--- config.mk ---
export PLATFORM = sky130hd
export DESIGN_NAME = stepper_seq
export DESIGN_NICKNAME = d
export VERILOG_FILES = /design/src/rtl/stepper_seq.sv
export SDC_FILE = /design/constraint.sdc
export NUM_CORES = 1
export LEC_CHECK = 0
export ABC_AREA = 1
export CORE_ASPECT_RATIO = 0.6
export CORE_MARGIN = 3
export CORE_UTILIZATION = 25
export DETAILED_ROUTE_END_ITERATION = 6
export DONT_BUFFER_PORTS = 1
export PLACE_DENSITY = 0.35
export SLEW_MARGIN = 40
export SYNTH_ARGS = -nofsm -noshare
export SYNTH_HDL_FRONTEND = slang
export SYNTH_SLANG_ARGS = --single-unit
--- constraint.sdc ---
create_clock -name clk -period 1.5 [get_ports clk]
set_clock_uncertainty 0.1 [all_clocks]
set_input_delay 0.375 -clock clk [delete_from_list [all_inputs] [get_ports clk]]
set_output_delay 0.375 -clock clk [all_outputs]
set_load 0.005 [all_outputs]
--- src/rtl/stepper_seq.sv ---
// Stepper-motor phase sequencer: accepts a (direction, step count) move and walks a
// 4-coil drive table one entry per rising edge of step_clk. Optional STEPPER_HALF_STEP_EN.
module stepper_seq #(
  parameter int STEPS_W = 16,
  parameter bit HOLD    = 1'b1
) (
  input  logic               clk,
  input  logic               reset,
  input  logic               step_clk,
  input  logic               cmd_valid,
  output logic               cmd_ready,
  input  logic               cmd_dir,
  input  logic [STEPS_W-1:0] cmd_steps,
  input  logic               stop,
  output logic [3:0]         coils,
  output logic               busy,
  output logic               done,
  output logic [STEPS_W-1:0] steps_left
);

`ifdef STEPPER_HALF_STEP_EN
  localparam int PH_W = 3;
`else
  localparam int PH_W = 2;
`endif

  typedef enum logic [1:0] {IDLE, RUN, FIN} state_t;

  state_t             state, state_n;
  logic               step_d;
  logic               tick;
  logic               dir_q;
  logic [PH_W-1:0]    phase_q;
  logic [PH_W-1:0]    phase_n;
  logic [3:0]         coils_q;
  logic [STEPS_W-1:0] steps_q;
  logic               accept;
  logic               advance;

  function automatic logic [3:0] phase_pattern(input logic [PH_W-1:0] idx);
    logic [3:0] pat;
`ifdef STEPPER_HALF_STEP_EN
    case (idx)
      3'd0:    pat = 4'b1000;
      3'd1:    pat = 4'b1100;
      3'd2:    pat = 4'b0100;
      3'd3:    pat = 4'b0110;
      3'd4:    pat = 4'b0010;
      3'd5:    pat = 4'b0011;
      3'd6:    pat = 4'b0001;
      default: pat = 4'b1001;
    endcase
`else
    case (idx)
      2'd0:    pat = 4'b1100;
      2'd1:    pat = 4'b0110;
      2'd2:    pat = 4'b0011;
      default: pat = 4'b1001;
    endcase
`endif
    return pat;
  endfunction

  // Index arithmetic is modulo the table length, so wrap-around comes for free.
  function automatic logic [PH_W-1:0] next_phase(input logic [PH_W-1:0] idx,
                                                  input logic            fwd);
    return fwd ? idx + 1'b1 : idx - 1'b1;
  endfunction

  assign tick    = step_clk & ~step_d;
  assign phase_n = next_phase(phase_q, dir_q);

  always_comb begin
    state_n = state;
    accept  = 1'b0;
    advance = 1'b0;
    case (state)
      IDLE: begin
        if (cmd_valid && !reset) begin
          accept  = 1'b1;
          state_n = (cmd_steps == '0) ? FIN : RUN;
        end
      end
      RUN: begin
        // An abort takes priority over a coincident step so the rotor does not move.
        if (stop) begin
          state_n = FIN;
        end else if (tick) begin
          advance = 1'b1;
          if (steps_q == STEPS_W'(1)) state_n = FIN;
        end
      end
      FIN:     state_n = IDLE;
      default: state_n = IDLE;
    endcase
  end

  always_ff @(posedge clk) begin
    if (reset) begin
      state   <= IDLE;
      step_d  <= 1'b0;
      dir_q   <= 1'b0;
      phase_q <= '0;
      coils_q <= 4'b0000;
      steps_q <= '0;
    end else begin
      state  <= state_n;
      step_d <= step_clk;
      if (accept) begin
        dir_q   <= cmd_dir;
        steps_q <= cmd_steps;
      end
      if (advance) begin
        phase_q <= phase_n;
        coils_q <= phase_pattern(phase_n);
        steps_q <= steps_q - STEPS_W'(1);
      end
    end
  end

  assign cmd_ready  = (state == IDLE) && !reset;
  assign busy       = (state == RUN);
  assign done       = (state == FIN);
  // Without holding torque the coils are de-energised whenever no move is running.
  assign coils      = (HOLD || state == RUN) ? coils_q : 4'b0000;
  assign steps_left = steps_q;

endmodule

# --- Word-level counts from Yosys, hierarchy flattened ---
# Cells that the tools add are included.
# W data, S select, Z words.
classes:
  addsub: 3
  n_eq_ne: 8
  n_mux: 15
  reduce_logical: 8
  bitwise: 2
op_table:
  columns: ["cell", "n"]
  rows:
  - ["$mux W16", 2]
  - ["$eq A16 B1 Y1 const B", 1]
  - ["$logic_not A16 Y1", 1]
  - ["$sub A16 B1 Y16 const B", 1]
  - ["$mux W2", 6]
  - ["$pmux W4 S3", 1]
  - ["$ne A3 B2 Y1 const B", 2]
  - ["$mux W1", 5]
  - ["$eq A2 B1 Y1 const B", 2]
  - ["$eq A2 B2 Y1 const B", 2]
  - ["$logic_not A2 Y1", 2]
  - ["$pmux W2 S2", 1]
  - ["$reduce_and A3 Y1", 1]
  - ["$add A2 B1 Y2 const B", 1]
  - ["$logic_and A1 B1 Y1", 2]
  - ["$ne A2 B2 Y1 const B", 1]
  - ["$reduce_bool A2 Y1", 1]
  - ["$sub A2 B1 Y2 const B", 1]
  - ["$and A1 B1 Y1", 1]
  - ["$logic_not A1 Y1", 1]
  - ["$not A1 Y1", 1]
word_totals:
  ff_bits: 26
  wordCells: 42
  out_inout_bits: 23
  input_bits: 22

# --- Depth between registers and ports, before layout ---
depth:
  depth_word: 6
  ltp_mapped: 9
  ltp_nobuf: 9

# --- Worst setup path after synthesis ---
# No wires, ideal clock.
synth_timing:
  path_kind: "reg-to-reg"
  startpoint: "reg steps_q[0], in the netlist steps_left[0]"
  endpoint: "reg steps_q[6], in the netlist steps_left[6]"
  path_buffers: 0
  path_stages_with_launch: 8
  setup_time_ns: 0.128
  period_less_slack_ns: 1.418
  t_required_ns: 1.272
  path_slack_ns: 0.082
  t_arrival_ns: 1.191
  cell_sequence: "dfxtp_1 > inv_1 > ha_1 > nand3_1 > nor2_2 > xor2_1 > a21oi_1 > nor2_1"
synth_between:
  elab_chain_len: 2
synth_lines:
  columns: ["item", "line", "text"]
  rows:
  - ["start, declared", "36", "logic [STEPS_W-1:0] steps_q;"]
  - ["start signal, assigned", "111", "steps_q <= cmd_steps;"]
  - ["start signal, assigned", "116", "steps_q <= steps_q - STEPS_W'(1);"]
  - ["$sub A16 B1 Y16", "116", null]
  - ["$mux W16", "113", "if (advance) begin"]
# No other way between the ends.
# A chain may end at the register's enable or synchronous reset.

# --- Worst setup path in the final report ---
layout_timing:
  startpoint: "reg state[0]"
  endpoint: "out cmd_ready"
layout_between:
  elab_chain_len: 2
layout_lines:
  columns: ["item", "line", "text"]
  rows:
  - ["start, declared", "29", "state_t state, state_n;"]
  - ["start signal, assigned", "107", "state <= state_n;"]
  - ["$logic_not A2 Y1", "121", "assign cmd_ready = (state == IDLE) && !reset;"]
  - ["$logic_and A1 B1 Y1", "121", null]
  - ["end, declared", "11", "output logic cmd_ready,"]
# No other way between the ends.

==> out/results.ini <==
[run_status]
status=finished, final reports clean

[grt]
grt_pass1_wl_um=8490
track_usage=0.151
grt_max_degree=20
first_global_vias=1589
antenna_found_initial=0
overflow=0

[critical_path]
cpMaxStageDelayCell=dfxtp_2
cp.required_ns=1.02
crit_type=reg2out
cp_top_family=flip-flops
crit_buf_inv=2
slowest_delay_ns=0.34
path_cells=buf_6 -> nor2_4 -> inv_2 -> nor2_4
arrival_ns=1.01
cp_common_cell=nor2_4
start_kind=flip-flop
worst_setup_path_end_kind=primary output
path_max_fanout=3

[cells_and_area]
drive_gt1_frac=0.281
fin_util=0.365
diodes=0
final_cells=375
final-seq-area_um2=532
multi_input_area_um2=985
area_delta_synth_final_pct=33.8
fin_area_um2=2140
fillers=670
fin_nets=321

[sta]
rsz0062_at_grt=true
final_hold_viol_count=0
worst_pin_slew_ns=0.262
drv_slew=0
post-route-period-util=0.991
fin_tns_setup_ns=0
hold-worst-slack_ns=0.0501
max_freq_mhz=673
setup_viol=0
fin_crit_ns=1.49
maxSlewHeadroom=0.824

[placement]
placed_area_um2=1950
place_congestion=0.776
dp_cells=370
io_buffers=0
dp_hpwl_um=4190

[clocking]
cts_tree=yes
cts_buffer_depth=2
htreeDepth=1
root_buffer=clkbuf_8
clk_pin_slew_worst_paths_ns=0.10
clock_latency_ns=0.27
cts_buffers=3
hold_buffers=0
cts.sinks=26

[power_and_ir_drop]
p_leak_nw=0.982
p_clk_frac=0.223
ir_drop_mv=0.394
power.internal_mw=1.21
power_frac_seq=0.421
netSwitchingPower_uw=660
power.density_nw_per_um2=873
combPwrFrac=0.356
p_sw_frac=0.354

[yosys]
seq_area_frac_synth=0.326
synth_top_area_frac=0.326
syn_inst=259
synth_area_leaders=dfxtp_1 (33%), nand2_1 (16%), inv_1 (8.5%)
post_synth.cell_area_avg_um2=6.17
synthArstFlopShare=0
yosys.area.top_type=dfxtp_1
yosys-top-cells-count=nand2_1 (67), inv_1 (36), nor2_1 (34)
ys_ff_latch=26
synthDistinctLibCells=27
synth_nets=283
ys.flop_type=dfxtp_1
yosys_warnings=0
synth_most_common_cell=nand2_1
syn_area_um2=1600
synth_edf_count=0

[floorplanning]
die_h_um=67.9
rows=21
die_x_um=109
coreArea_um2=5860
die-area_um2=7420
start_util=0.273
io_pins=45

[hold_path]
holdCritPathClass=in2reg

[drt]
routed_wl_um=5340
antenna_left=0
remaining_drc_errors=0
drt_iter0_markers=66
wl_per_cell_um=14.2
dr.pass1.iters=4
vias=1681
top_layer_used=met4
met3WireLength_um=353
wl_met1_um=2960
drt-vias-per-instance=4.48
wl_met2_um=2010

[flow_run]
cap_violations=0

-- through the flow --
| step | setup slack (ns) | power (mW) |
|---|---|---|
| 5_1_grt | -0.0636 | 2.00 |
| 6_report | 0.0131 | 1.87 |
| 3_3_place_gp | -0.0392 | 1.39 |
| 4_1_cts | -0.0202 | 1.83 |
| 2_1_floorplan | 0.0818 | 1.15 |
| 3_5_place_dp | -0.0555 | 1.39 |
-- metal layers --
| layer | up-vias | GRT usage |
|---|---|---|
| li1 | 896 | - |
| met1 | 739 | 0.228 |
| met2 | 44 | 0.218 |
| met3 | 2 | 0.0396 |
| met4 | 0 | 0.0187 |
| met5 | - | 0 |
-- power groups by stage --
stage                     registers (mW)  logic (mW)  clock network, mW
after floorplan                    0.794       0.358                  0
after global placement             0.795       0.599                  0
after detailed placement           0.793       0.593                  0
after CTS                          0.778       0.607              0.441
after global routing               0.794       0.745              0.462
final                              0.786       0.664              0.415
-- layout make-up --
type,instances,area share
clock buffers,3,0.0193
repair buffers,41,0.153
well taps,80,0.0468
inverters,38,0.0708
multi-input cells,187,0.461
flip-flops and latches,26,0.249
-- final timing paths --
path         startpoint             end  slack, ns  depth (start not counted)
max reg2reg    state[0]  steps_left[10]       0.09                          7
max            state[0]       cmd_ready       0.01                          4
min reg2reg  phase_q[1]      phase_q[1]       0.38                          2
min               reset   steps_left[0]       0.05                          1
-- worst reg2reg max path, cell delays in order (launching register included) --
cell and delay, ns:
dfxtp_2 0.34, buf_6 0.11, nor2_4 0.15, nand3_4 0.12, buf_4 0.18, o21ai_1 0.16, nand2_1 0.07, a21oi_1 0.12
-- kinds of logic after synthesis --
family | after synthesis | share of synthesized area
simple gates | 141 | 0.377
buf+inv | 46 | 0.122
flops | 26 | 0.326
fa+ha+maj | 2 | 0.0157
compound gates | 39 | 0.132
xor+xnor | 5 | 0.0274
-- layout by cell type (no fill, tap or decap), types with 2 or more instances in the layout --
master    synthesis  routed
xor2_1            5       5
buf_4             3      38
nand3_1          26      25
inv_1            36      32
inv_2             2       4
nand2_2           2       4
dfxtp_2           0       6
nand3_4           0       2
clkbuf_8          0       3
a31oi_1           2       2
nor2_4            0       5
nor2_1           34      24
buf_6             1       2
dfxtp_1          26      19
o21ai_1           2       9
o21ai_0          12       5
a21oi_2           0       2
a21oi_1          18      16
nand3b_1          2       2
nor2_2            6      11
o221ai_1          2       2
nand2_1          67      64
-- registers in the layout, summed over array words and instances, names as in the netlist --
signal,cells
step_d,1
dir_q,1
phase_q,2
state,2
steps_left,16
coils,4
-- what timing repair did --
action | in CTS | in global routing
buffers inserted | 0 | 3
pin swaps | 2 | 6
endpoints found under the setup margin | 5 | 23
gates resized for setup | 7 | 42
Power figures use the tool's default switching activity.
